File: src/rtl/trng_seq_pkg.sv
`default_nettype none
// ============================================================================
// Module   : trng_seq_pkg
// Purpose  : Shared types, default parameters and helpers for trng_sequencer.
// Contents : trng_seq_state_t  - sequencer state encoding
//            DEF_*             - default FIFO depth, warm-up, timeout, repeat limit
//            clog2()           - ceiling log2 for pointer widths
// Revision : 1.0 - initial release
// ============================================================================
package trng_seq_pkg;

  typedef enum logic [2:0] {
    ST_IDLE   = 3'd0,
    ST_RESET  = 3'd1,
    ST_CALIB  = 3'd2,
    ST_WARMUP = 3'd3,
    ST_RUN    = 3'd4,
    ST_ACK    = 3'd5,
    ST_ERROR  = 3'd6
  } trng_seq_state_t;

  localparam int DEF_FIFO_DEPTH     = 4;
  localparam int DEF_WARMUP_CYCLES  = 16;
  localparam int DEF_TIMEOUT_CYCLES = 65535;
  localparam int DEF_REP_LIMIT      = 3;

  function automatic int clog2(input int value);
    int r;
    r = 0;
    for (int i = 0; i < 31; i++) begin
      if ((1 << r) < value) r++;
    end
    return r;
  endfunction

endpackage
`default_nettype wire

File: src/rtl/trng_seq_fifo.sv
`default_nettype none
// ============================================================================
// Module   : trng_seq_fifo
// Purpose  : Synchronous DEPTH x 32 FIFO with show-ahead read data.
// Ports    : clk, rst_n        - clock, async active-low reset
//            push_i, wr_data_i - write strobe / data (ignored when full)
//            pop_i             - remove head (ignored when empty)
//            rd_data_o         - head word, 0 when empty
//            full_o, empty_o   - status flags
//            count_o           - words held
// Revision : 1.0 - initial release
// ============================================================================
module trng_seq_fifo
  import trng_seq_pkg::*;
#(
  parameter int DEPTH = DEF_FIFO_DEPTH
) (
  input  logic                      clk,
  input  logic                      rst_n,
  input  logic                      push_i,
  input  logic [31:0]               wr_data_i,
  input  logic                      pop_i,
  output logic [31:0]               rd_data_o,
  output logic                      full_o,
  output logic                      empty_o,
  output logic [clog2(DEPTH):0]     count_o
);

  localparam int AW = clog2(DEPTH);
  localparam logic [AW:0] FULL_CNT = (AW + 1)'(DEPTH);

  logic [31:0]   mem_q [DEPTH];
  logic [AW-1:0] wr_ptr_q, rd_ptr_q;
  logic [AW:0]   count_q;
  logic          do_push, do_pop;

  assign full_o  = (count_q == FULL_CNT);
  assign empty_o = (count_q == '0);
  assign do_push = push_i && !full_o;
  assign do_pop  = pop_i && !empty_o;

  // DEPTH is a power of two, so the AW-bit pointers wrap on their own.
  always_ff @(posedge clk or negedge rst_n) begin
    if (!rst_n) begin
      wr_ptr_q <= '0;
      rd_ptr_q <= '0;
      count_q  <= '0;
    end else begin
      if (do_push) wr_ptr_q <= wr_ptr_q + 1'b1;
      if (do_pop)  rd_ptr_q <= rd_ptr_q + 1'b1;
      case ({do_push, do_pop})
        2'b10:   count_q <= count_q + 1'b1;
        2'b01:   count_q <= count_q - 1'b1;
        default: count_q <= count_q;
      endcase
    end
  end

  always_ff @(posedge clk) begin
    if (do_push) mem_q[wr_ptr_q] <= wr_data_i;
  end

  assign rd_data_o = empty_o ? 32'd0 : mem_q[rd_ptr_q];
  assign count_o   = count_q;

endmodule
`default_nettype wire

File: src/rtl/trng_sequencer.sv
`default_nettype none
// ============================================================================
// Module   : trng_sequencer
// Purpose  : Runs the dual_trng core through reset, calibration, warm-up and
//            continuous sampling; buffers each accepted word in a FIFO.
// Ports    : start/stop        - session control pulses (stop wins)
//            calib_cycles      - calibration length, latched on start
//            trng_rst/en/calib/read - core controls
//            trng_ready/random - core handshake and data
//            pop, rd_data, rd_valid, fifo_count - FIFO read side
//            busy, err, irq    - status
// Config   : TRNG_SEQ_HEALTH_EN - compiles in the repetition-count health test
// Revision : 1.0 - initial release
// ============================================================================
module trng_sequencer
  import trng_seq_pkg::*;
#(
  parameter int FIFO_DEPTH     = DEF_FIFO_DEPTH,
  parameter int WARMUP_CYCLES  = DEF_WARMUP_CYCLES,
  parameter int TIMEOUT_CYCLES = DEF_TIMEOUT_CYCLES,
  parameter int REP_LIMIT      = DEF_REP_LIMIT
) (
  input  logic        clk,
  input  logic        rst_n,
  input  logic        start,
  input  logic        stop,
  input  logic [31:0] calib_cycles,
  output logic        trng_rst,
  output logic        trng_en,
  output logic        trng_calib,
  output logic        trng_read,
  input  logic        trng_ready,
  input  logic [31:0] trng_random,
  input  logic        pop,
  output logic [31:0] rd_data,
  output logic        rd_valid,
  output logic [4:0]  fifo_count,
  output logic        busy,
  output logic        err,
  output logic        irq
);

  localparam int          CW        = clog2(FIFO_DEPTH);
  localparam logic [31:0] WARM_LAST = 32'(WARMUP_CYCLES - 1);
  localparam logic [31:0] TMO_LAST  = 32'(TIMEOUT_CYCLES - 1);

  trng_seq_state_t state_q, state_d;
  logic [31:0]     cnt_q, cnt_d;      // shared CALIB / WARMUP phase counter
  logic [31:0]     tmo_q, tmo_d;
  logic [31:0]     calib_q, calib_d;
  logic            err_q, err_d;
  logic            push;
  logic            health_trip;
  logic            fifo_full, fifo_empty;
  logic [CW:0]     fifo_cnt;

`ifdef TRNG_SEQ_HEALTH_EN
  logic [31:0] prev_q;
  logic        prev_vld_q;
  logic [7:0]  rep_q;
  logic        accept, rep_match;

  assign accept      = (state_q == ST_RUN) && trng_ready && !fifo_full && !stop;
  assign rep_match   = prev_vld_q && (trng_random == prev_q);
  // rep_q counts repeats already seen; one more makes REP_LIMIT identical words.
  assign health_trip = rep_match && (rep_q == 8'(REP_LIMIT - 2));

  always_ff @(posedge clk or negedge rst_n) begin
    if (!rst_n) begin
      prev_q     <= '0;
      prev_vld_q <= 1'b0;
      rep_q      <= '0;
    end else if (state_q == ST_RESET) begin
      rep_q <= '0;
    end else if (accept) begin
      prev_q     <= trng_random;
      prev_vld_q <= 1'b1;
      rep_q      <= rep_match ? rep_q + 8'd1 : 8'd0;
    end
  end
`else
  assign health_trip = 1'b0;
`endif

  always_ff @(posedge clk or negedge rst_n) begin
    if (!rst_n) begin
      state_q <= ST_IDLE;
      cnt_q   <= '0;
      tmo_q   <= '0;
      calib_q <= '0;
      err_q   <= 1'b0;
    end else begin
      state_q <= state_d;
      cnt_q   <= cnt_d;
      tmo_q   <= tmo_d;
      calib_q <= calib_d;
      err_q   <= err_d;
    end
  end

  always_comb begin
    state_d = state_q;
    cnt_d   = cnt_q;
    tmo_d   = tmo_q;
    calib_d = calib_q;
    err_d   = err_q;
    push    = 1'b0;
    if (stop) begin
      state_d = ST_IDLE;
    end else begin
      case (state_q)
        ST_IDLE: begin
          if (start) begin
            calib_d = calib_cycles;
            state_d = ST_RESET;
          end
        end
        ST_RESET: begin
          cnt_d   = '0;
          state_d = (calib_q == 32'd0) ? ST_WARMUP : ST_CALIB;
        end
        ST_CALIB: begin
          if (cnt_q == calib_q - 32'd1) begin
            cnt_d   = '0;
            state_d = ST_WARMUP;
          end else begin
            cnt_d = cnt_q + 32'd1;
          end
        end
        ST_WARMUP: begin
          if (cnt_q == WARM_LAST) begin
            tmo_d   = '0;
            state_d = ST_RUN;
          end else begin
            cnt_d = cnt_q + 32'd1;
          end
        end
        ST_RUN: begin
          if (trng_ready) begin
            // A full FIFO stalls here without advancing the timeout.
            if (!fifo_full) begin
              if (health_trip) begin
                err_d   = 1'b1;
                state_d = ST_ERROR;
              end else begin
                push    = 1'b1;
                state_d = ST_ACK;
              end
            end
          end else if (tmo_q == TMO_LAST) begin
            err_d   = 1'b1;
            state_d = ST_ERROR;
          end else begin
            tmo_d = tmo_q + 32'd1;
          end
        end
        ST_ACK: begin
          if (!trng_ready) begin
            tmo_d   = '0;
            state_d = ST_RUN;
          end
        end
        ST_ERROR: begin
          if (start) begin
            err_d   = 1'b0;
            calib_d = calib_cycles;
            state_d = ST_RESET;
          end
        end
        default: state_d = ST_IDLE;
      endcase
    end
  end

  trng_seq_fifo #(.DEPTH(FIFO_DEPTH)) u_fifo (
    .clk       (clk),
    .rst_n     (rst_n),
    .push_i    (push),
    .wr_data_i (trng_random),
    .pop_i     (pop),
    .rd_data_o (rd_data),
    .full_o    (fifo_full),
    .empty_o   (fifo_empty),
    .count_o   (fifo_cnt)
  );

  assign trng_rst   = (state_q == ST_RESET) || (state_q == ST_ERROR);
  assign trng_en    = (state_q == ST_CALIB) || (state_q == ST_WARMUP) ||
                      (state_q == ST_RUN)   || (state_q == ST_ACK);
  assign trng_calib = (state_q == ST_CALIB);
  assign trng_read  = (state_q == ST_ACK);
  assign busy       = (state_q != ST_IDLE) && (state_q != ST_ERROR);
  assign err        = err_q;
  assign rd_valid   = !fifo_empty;
  assign fifo_count = 5'(fifo_cnt);
  assign irq        = fifo_full | err_q;

endmodule
`default_nettype wire

File: config.mk
export PLATFORM = sky130hd
export DESIGN_NAME = trng_sequencer
export DESIGN_NICKNAME = d
export VERILOG_FILES = /design/src/rtl/trng_seq_pkg.sv /design/src/rtl/trng_seq_fifo.sv /design/src/rtl/trng_sequencer.sv
export SDC_FILE = /design/constraint.sdc
export NUM_CORES = 1
export LEC_CHECK = 0
export ABC_AREA = 0
export CELL_PAD_IN_SITES_DETAIL_PLACEMENT = 0
export CELL_PAD_IN_SITES_GLOBAL_PLACEMENT = 1
export CORE_MARGIN = 1.5
export CORE_UTILIZATION = 47
export DETAILED_ROUTE_END_ITERATION = 8
export PLACE_DENSITY = 0.92
export SLEW_MARGIN = 5
export SYNTH_ARGS = -nofsm -noshare
export SYNTH_HDL_FRONTEND = slang
export SYNTH_SLANG_ARGS = --single-unit
File: constraint.sdc
create_clock -name clk -period 3.95 [get_ports clk]
set_input_delay 0.79 -clock clk [delete_from_list [all_inputs] [get_ports clk]]
set_output_delay 0.79 -clock clk [all_outputs]
set_load 0.03 [all_outputs]
==> insert_results.sql, run 1 <==
INSERT INTO impl_metrics (metric_group, metric, value, unit) VALUES
('drt', 'detail_route.iter0.violations', '709', ''),
('layout', 'post_route_cells_drive_above_1_share', '14.20', '%'),
('clock_tree', 'clock-root-buffer', 'clkbuf_16', ''),
('clock_tree', 'cts_sinks', '235', ''),
('global_routing', 'gr-usage-all-layers', '20.98', '%'),
('global_routing', 'overflow', '0', ''),
('sta', 'post-route-min-period', '3.645', 'ns'),
('sta', 'fin_hold_ws', '0.3216', 'ns'),
('logic_synthesis', 'synthCells', '925', ''),
('logic_synthesis', 'yosys_register_bits', '235', ''),
('worst_setup_path', 'worst-path-max-fanout', '19', ''),
('layout', 'layout-area-overhead-vs-synth', '19.86', '%'),
('clock_tree', 'clk_pin_slew_worst_paths', '0.06', 'ns'),
('clock_tree', 'cts-buffers-inserted', '25', ''),
('logic_synthesis', 'ys.flop_type', 'edfxtp_1', ''),
('sta', 'layout_worst_path_cycle_share', '92.28', '%'),
('worst_setup_path', 'classification_of_the_worst_setup_path', 'register to register', ''),
('min_path', 'hold_class', 'input pin to asynchronous set/reset pin', ''),
('logic_synthesis', 'post_synth_fa_ha_maj_area_fraction', '1.266', '%'),
('sta', 'setup_failing_eps_final', '0', ''),
('worst_setup_path', 'worst_setup_path_start_kind', 'register', ''),
('layout', 'insertedDiodeCount', '0', ''),
('placement', 'place_worst_setup_slack', '0.3618', 'ns'),
('worst_setup_path', 'crit_arrival', '4.03', 'ns'),
('sta', 'max_slew.worst_pin.slew', '1.027', 'ns'),
('status', 'run_status', 'finished, final reports clean', ''),
('logic_synthesis', 'synthMuxAreaShare', '9.900', '%'),
('placement', 'place.port_buffers', '112', ''),
('logic_synthesis', 'yosys_warnings', '0', ''),
('logic_synthesis', 'synthSimpleGateAreaFrac', '16.61', '%'),
('logic_synthesis', 'ys_async_sr_fraction', '45.53', '%'),
('logic_synthesis', 'synth.cell_area', '11460', 'µm²'),
('floorplanning', 'floorplan.die_area', '25340', 'µm²'),
('clock_tree', 'cts_tree', 'built', ''),
('sta', 'timing_hold_violations_final', '0', ''),
('sta', 'maxSlewHeadroom', '31.54', '%'),
('logic_synthesis', 'yosysSeqAreaShare', '56.89', '%'),
('sta', 'grt_setup_unrepaired', 'no', ''),
('floorplanning', 'boundaryPins', '115', ''),
('drt', 'detail_route.first_pass.iterations', '5', ''),
('sta', 'fin_tns_setup', '0', 'ns'),
('worst_setup_path', 'critical_path_data_required_time', '4.33', 'ns'),
('logic_synthesis', 'combinational_family_with_the_most_area_after_synthesis', 'simple AND/OR/NAND/NOR gates', ''),
('sta', 'finalMaxSlewViolations', '0', ''),
('power', 'powerDensity', '636.4', 'nW/µm²'),
('drt', 'drt-vias-per-instance', '5.839', ''),
('clock_tree', 'clockBufferDepth', '3', ''),
('drt', 'wirelength', '26550', 'µm'),
('floorplanning', 'starting_utilization_of_the_core_area', '48.40', '%'),
('sta', 'clock.fmax', '274.4', 'MHz'),
('placement', 'place.gp.congestion', '0.8988', ''),
('flow_run', 'drv.max_cap_violation_count', '0', ''),
('logic_synthesis', 'synthesis.area_per_instance', '12.39', 'µm²'),
('floorplanning', 'floorplan.core_area', '23680', 'µm²'),
('placement', 'dp.final_hpwl', '17460', 'µm'),
('clock_tree', 'worstSkewPairLatency', '0.52', 'ns'),
('floorplanning', 'die-height', '159.2', 'µm'),
('global_routing', 'first_global_vias', '7713', ''),
('sta', 'final_skew', '0.01335', 'ns'),
('sta', 'post-route-worst-setup-slack', '0.3051', 'ns'),
('power', 'max-vdd-ir-drop', '0.4650', 'mV'),
('drt', 'drtAntennaViolNets', '0', ''),
('logic_synthesis', 'number_of_flops_mapped_to_enable_cells_by_yosys', '128', ''),
('layout', 'finalNetCount', '1119', ''),
('global_routing', 'antenna_found_initial', '0', ''),
('clock_tree', 'htreeDepth', '1', ''),
('power', 'p_leak', '5.048', 'nW'),
('drt', 'wl_per_cell', '19.31', 'µm'),
('drt', 'drc_errors', '0', ''),
('floorplanning', 'die_w', '159.2', 'µm'),
('global_routing', 'grt_start_max_net_pins', '108', ''),
('logic_synthesis', 'synth_cell_type_count', '70', ''),
('logic_synthesis', 'synthesized_area_fraction_occupied_by_ao_oa_aoi_and_oai_cells', '7.542', '%'),
('logic_synthesis', 'synthXorXnorAreaFrac', '5.425', '%'),
('worst_setup_path', 'timing.critical_path.to_type', 'register', ''),
('clock_tree', 'post_cts_hold_buffer_count', '0', ''),
('global_routing', 'grt_pass1_wl', '42690', 'µm'),
('drt', 'detailroute.via_count', '8029', ''),
('floorplanning', 'floorplan.rows', '56', ''),
('clock_tree', 'postCtsSetupRepairBufs', '0', ''),
('clock_tree', 'cts_resized', '0', '');
[report_power, final]
part	switching, mW	internal [mW]	total, mW	leakage, nW
combinational	1.68	1.53	3.20	2.15
sequential	0.469	2.87	3.34	2.53
clock	0.967	1.23	2.20	0.368
total	3.11	5.63	8.74	5.05
[Yosys cell counts (3+ instances only)]
library cell  instances  share of area, %
edfxtp_1            128                34
dfrtp_1             107                23
nor2_1               60               2.0
nand2_1              56               1.8
o21ai_0              51               2.2
and2_1               42               2.3
nand3_1              41               1.8
clkbuf_1             38               1.2
xnor2_1              38               2.9
mux2_2               35               3.4
xor2_1               33               2.5
mux4_2               32               6.3
nand4_1              26               1.4
and3_1               23               1.3
nor4_1               20               1.1
nor3_1               19              0.83
inv_1                18              0.59
a21oi_1              14              0.61
a31oi_1              11              0.60
ha_1                 10               1.1
or3_1                 9              0.49
nand2b_1              7              0.38
buf_1                 6              0.20
nand3b_1              6              0.39
o211ai_1              6              0.39
o31ai_1               6              0.39
o311ai_2              5              0.71
o41ai_1               5              0.38
or4_1                 5              0.33
buf_4                 4              0.26
nor4b_1               4              0.31
o22ai_1               4              0.22
and4_1                3              0.23
nand4b_1              3              0.23
o21bai_1              3              0.20
or4_4                 3              0.29
[area by class of cell]
class / instances / area (µm²)
Sequential cell: 235 / 6523
Tap cell: 319 / 399.1
Inverter: 18 / 67.56
Fill cell: 1909 / 9942
Clock buffer: 28 / 636.9
Timing Repair Buffer: 134 / 1309
Multi-Input combinational cell: 624 / 4678
Clock inverter: 17 / 127.6
[cells in the final DEF, fill, tap and decap left out, types with 7 or more instances in the layout]
cell type and n:
nand3_1 41, inv_1 18, a31oi_1 11, dfrtp_1 106
mux4_2 32, nand2_1 56, o21ai_0 51, ha_1 10
nor2_1 60, nor3_1 19, mux2_2 35, and3_1 23
nor4_1 20, xnor2_1 38, buf_4 21, xor2_1 33
edfxtp_1 128, and2_1 42, or3_1 9, nand4_1 26
clkdlybuf4s50_1 111, clkbuf_16 25, a21oi_1 14, nand2b_1 7
[per-stage QoR]
step | area [µm²] | instances | utilization, % | power (mW)
2_1_floorplan | 11470 | 926 | - | 5.454
3_3_place_gp | 12980 | 1330 | 54.79 | 6.499
3_5_place_dp | 12980 | 1330 | 54.79 | 6.579
4_1_cts | 13740 | 1375 | 58.02 | 8.809
5_1_grt | 13740 | 1375 | 58.02 | 9.192
6_report | 13740 | 1375 | 58.02 | 8.745
[state kept, by name, indices dropped and copies added (netlist names)]
name             flops
u_fifo.mem_q       128
calib_q             32
cnt_q               32
tmo_q               32
state_q              3
u_fifo.count_o       3
u_fifo.rd_ptr_q      2
u_fifo.wr_ptr_q      2
err                  1
[worst max-delay path, cell delays in order (launching register included)]
cell	delay [ns]
dfrtp_1	0.48
nor4_4	0.54
nand4_2	0.22
or3_1	0.48
or3_1	0.40
a2111o_1	0.43
nor4_4	0.21
a21oi_4	0.21
nor2_4	0.42
nor2_1	0.10
[final timing paths]
check / endpoint / slack (ns) / cells after the start / start
setup reg to reg: cnt_q[24]$_DFFE_PN0P_ / 0.31 / 9 / calib_q[8]$_DFFE_PN0P_
max in group asynchronous: u_fifo.rd_ptr_q[0]$_DFFE_PN0P_ / 3.12 / 2 / rst_n
hold / removal: cnt_q[21]$_DFFE_PN0P_ / 0.32 / 2 / rst_n
setup / recovery: cnt_q[24]$_DFFE_PN0P_ / 0.31 / 9 / calib_q[8]$_DFFE_PN0P_
hold reg to reg: tmo_q[13]$_DFFE_PN0P_ / 0.49 / 1 / tmo_q[13]$_DFFE_PN0P_
min in group clk: tmo_q[13]$_DFFE_PN0P_ / 0.49 / 1 / tmo_q[13]$_DFFE_PN0P_
[routing by layer]
layer,vias to the layer above,GRT usage [%],routed length [µm]
li1,3697,-,-
met5,-,0,0
met2,297,32.02,12110
met1,3985,31.28,12070
met4,0,6.304,686
met3,50,2.891,1688
[logic make-up (layout without fill, tap and decap cells)]
family,after synthesis,after routing
AO/OA/AOI/OAI,128,128
multiplexers,69,69
adder cells (fa/ha/maj),11,11
flip-flops,235,235
buffers and inverters,67,197
XOR/XNOR,71,71
other,1,2
AND/OR/NAND/NOR,343,343
No activity file was read; power rests on OpenSTA's default activity.
==> run 2: changes to the inputs <==
PLACE_DENSITY = 0.77   (was 0.92)
==> run 2 against run 1 <==
Compared with the run above:
- final cell count is 0.36% higher
- setup slack worse by 0.0049 ns
- final area is 1.2% higher
- register-to-register slack hardly changed
- via count is 1.8% lower
- sequential share of layout area is 0.55 points lower
- flip-flop and latch count stayed put
- combinational power hardly changed
- sequential power hardly changed
- non-clock buffer count is 4 higher
- clock-buffer cell count is 2 lower
- largest power group unchanged
- highest routed layer unchanged
==> insert_results.sql, run 2 (same netlist as run 1, synthesis figures left out) <==
INSERT INTO impl_metrics (metric_group, metric, value, unit) VALUES
('clock_tree', 'postCtsSetupRepairBufs', '0', ''),
('clock_tree', 'cts_sinks', '235', ''),
('clock_tree', 'clockBufferDepth', '3', ''),
('worst_setup_path', 'stages_on_the_worst_setup_path', '4', ''),
('power', 'powerDensity', '649.2', 'nW/µm²'),
('worst_setup_path', 'critical_path_data_required_time', '3.16', 'ns'),
('floorplanning', 'floorplan.rows', '56', ''),
('sta', 'final_skew', '0.007408', 'ns'),
('global_routing', 'first_global_vias', '7736', ''),
('sta', 'max_slew.worst_pin.slew', '0.8513', 'ns'),
('drt', 'wirelength', '26460', 'µm'),
('layout', 'fin_util', '58.70', '%'),
('sta', 'fin_tns_setup', '0', 'ns'),
('sta', 'maxSlewHeadroom', '42.81', '%'),
('worst_setup_path', 'regToRegEndpoint', 'cnt_q[23]$_DFFE_PN0P_', ''),
('layout', 'largest_reg_flops', '128', ''),
('worst_setup_path', 'classification_of_the_worst_setup_path', 'register to primary output', ''),
('placement', 'dp.final_hpwl', '17880', 'µm'),
('global_routing', 'grt_start_max_net_pins', '59', ''),
('layout', 'insertedDiodeCount', '0', ''),
('sta', 'grt_setup_unrepaired', 'no', ''),
('drt', 'drc_errors', '0', ''),
('sta', 'setup_failing_eps_final', '0', ''),
('worst_setup_path', 'setup.worst_path.start', 'u_fifo.rd_ptr_q[0]$_DFFE_PN0P_', ''),
('sta', 'fin_hold_ws', '0.2944', 'ns'),
('flow_run', 'drv.max_cap_violation_count', '0', ''),
('global_routing', 'overflow', '0', ''),
('drt', 'drt-vias-per-instance', '5.714', ''),
('floorplanning', 'starting_utilization_of_the_core_area', '48.40', '%'),
('layout', 'final_cells', '1380', ''),
('layout', 'nFillCells', '1988', ''),
('worst_setup_path', 'worst_setup_path_start_kind', 'register', ''),
('floorplanning', 'floorplan.die_area', '25340', 'µm²'),
('worst_setup_path', 'worst-path-max-fanout', '18', ''),
('clock_tree', 'cts_resized', '0', ''),
('clock_tree', 'clk_pin_slew_worst_paths', '0.06', 'ns'),
('layout', 'mostFrequentLayoutCell', 'edfxtp_1', ''),
('layout', 'post_route_cells_drive_above_1_share', '14.80', '%'),
('layout', 'layout.cells.most_common_list', 'edfxtp_1, clkdlybuf4s50_1, dfrtp_1', ''),
('worst_setup_path', 'regToRegSetupSlack', '0.30', 'ns'),
('drt', 'detail_route.iter0.violations', '631', ''),
('power', 'max-vdd-ir-drop', '0.3235', 'mV'),
('placement', 'place.gp.congestion', '0.8615', ''),
('global_routing', 'antenna_found_initial', '0', ''),
('worst_setup_path', 'crit_slowest_cell', 'dfrtp_2', ''),
('layout', 'finalNetCount', '1123', ''),
('sta', 'clock.fmax', '274.0', 'MHz'),
('worst_setup_path', 'crit_chain', 'buf_12, mux4_2, and2_1, clkdlybuf4s50_1', ''),
('placement', 'place_worst_setup_slack', '0.3669', 'ns'),
('floorplanning', 'floorplan.core_area', '23680', 'µm²'),
('sta', 'post-route-worst-setup-slack', '0.3002', 'ns'),
('drt', 'wl_per_cell', '19.17', 'µm'),
('drt', 'drtAntennaViolNets', '0', ''),
('drt', 'detailroute.via_count', '7885', ''),
('layout', 'final_area', '13900', 'µm²'),
('worst_setup_path', 'family_of_cells_with_the_greatest_summed_delay_on_the_critical_path', 'buffers and inverters', ''),
('drt', 'detail_route.first_pass.iterations', '5', ''),
('placement', 'place.port_buffers', '112', ''),
('clock_tree', 'post_cts_hold_buffer_count', '0', ''),
('min_path', 'hold_class', 'input pin to asynchronous set/reset pin', ''),
('global_routing', 'grt_pass1_wl', '42390', 'µm'),
('floorplanning', 'boundaryPins', '115', ''),
('sta', 'layout_worst_path_cycle_share', '92.40', '%'),
('clock_tree', 'cts-buffers-inserted', '25', ''),
('floorplanning', 'die_w', '159.2', 'µm'),
('clock_tree', 'clock-root-buffer', 'clkbuf_16', ''),
('layout', 'layout-area-overhead-vs-synth', '21.27', '%'),
('placement', 'numPlacedInstances', '1334', ''),
('sta', 'finalMaxSlewViolations', '0', ''),
('worst_setup_path', 'crit_arrival', '2.86', 'ns'),
('worst_setup_path', 'timing.critical_path.buf_inv', '2', ''),
('layout', 'largest-register', 'u_fifo.mem_q', ''),
('worst_setup_path', 'cp_slowest_stage_delay', '0.77', 'ns'),
('sta', 'post-route-min-period', '3.650', 'ns'),
('clock_tree', 'cts_tree', 'built', ''),
('power', 'p_leak', '5.123', 'nW'),
('clock_tree', 'htreeDepth', '1', ''),
('status', 'run_status', 'finished, final reports clean', ''),
('worst_setup_path', 'regToRegStartpoint', 'calib_q[13]$_DFFE_PN0P_', ''),
('clock_tree', 'worstSkewPairLatency', '0.52', 'ns'),
('worst_setup_path', 'register_to_register_path_depth', '9', ''),
('worst_setup_path', 'timing.critical_path.to_type', 'primary output', ''),
('sta', 'timing_hold_violations_final', '0', ''),
('power', 'design_power_total', '9.025', 'mW'),
('worst_setup_path', 'crit_end', 'rd_data[14]', ''),
('placement', 'detailed_place.area', '13020', 'µm²'),
('global_routing', 'gr-usage-all-layers', '20.92', '%'),
('floorplanning', 'die-height', '159.2', 'µm');
run 2: changes by cell type in the layout (fill, tap and decap cells not counted):
cell | previous run | this run
bufinv_16 | 1 | 5
clkinv_2 | 6 | 2
buf_4 | 21 | 24
clkinv_4 | 0 | 3
clkbuf_1 | 3 | 1
buf_12 | 2 | 3
run 2: worst min path at each step:
stage                          startpoint                    end  slack [ns]  depth (start not counted)
CTS                                 rst_n  cnt_q[19]$_DFFE_PN0P_        0.32                          1
global route                        rst_n  cnt_q[19]$_DFFE_PN0P_        0.34                          1
finish                              rst_n  cnt_q[19]$_DFFE_PN0P_        0.29                          1
floorplan            tmo_q[7]$_DFFE_PN0P_   tmo_q[7]$_DFFE_PN0P_        0.44                          1
detailed placement  tmo_q[13]$_DFFE_PN0P_  tmo_q[13]$_DFFE_PN0P_        0.47                          1
global placement    tmo_q[13]$_DFFE_PN0P_  tmo_q[13]$_DFFE_PN0P_        0.46                          1
run 2: area by class of cell:
type                       count  area, µm²  area share [%]
clock buffer                  26      629.4           4.527
sequential                   235       6523           46.92
timing repair buffer         138       1351           9.720
clock inverter                20      254.0           1.827
multi-input combinational    624       4678           33.65
tap                          319      399.1           2.871
inverter                      18      67.56          0.4860
run 2: report_power, final:
group,switching (mW),total (mW),leakage (nW),internal [mW]
clock,0.983,2.48,0.419,1.50
sequential,0.503,3.37,2.53,2.87
combinational,1.62,3.17,2.17,1.55
run 2: worst register-to-register path: stages, from the launching register on:
cell and delay (ns):
dfrtp_1 0.45, nor4_1 0.46, nand2_1 0.25, nor4_1 0.64
mux2i_1 0.16, o31ai_1 0.36, a211oi_1 0.19, a21oi_4 0.54
nand2_4 0.20, o311ai_2 0.29
run 2: metal layers:
layer | wire length (µm) | vias to the layer above | GRT usage [%]
li1 | - | 3720 | -
met1 | 12260 | 3898 | 29.91
met2 | 12350 | 230 | 33.84
met3 | 1339 | 37 | 2.917
met4 | 502 | 0 | 5.189
met5 | 0 | - | 0
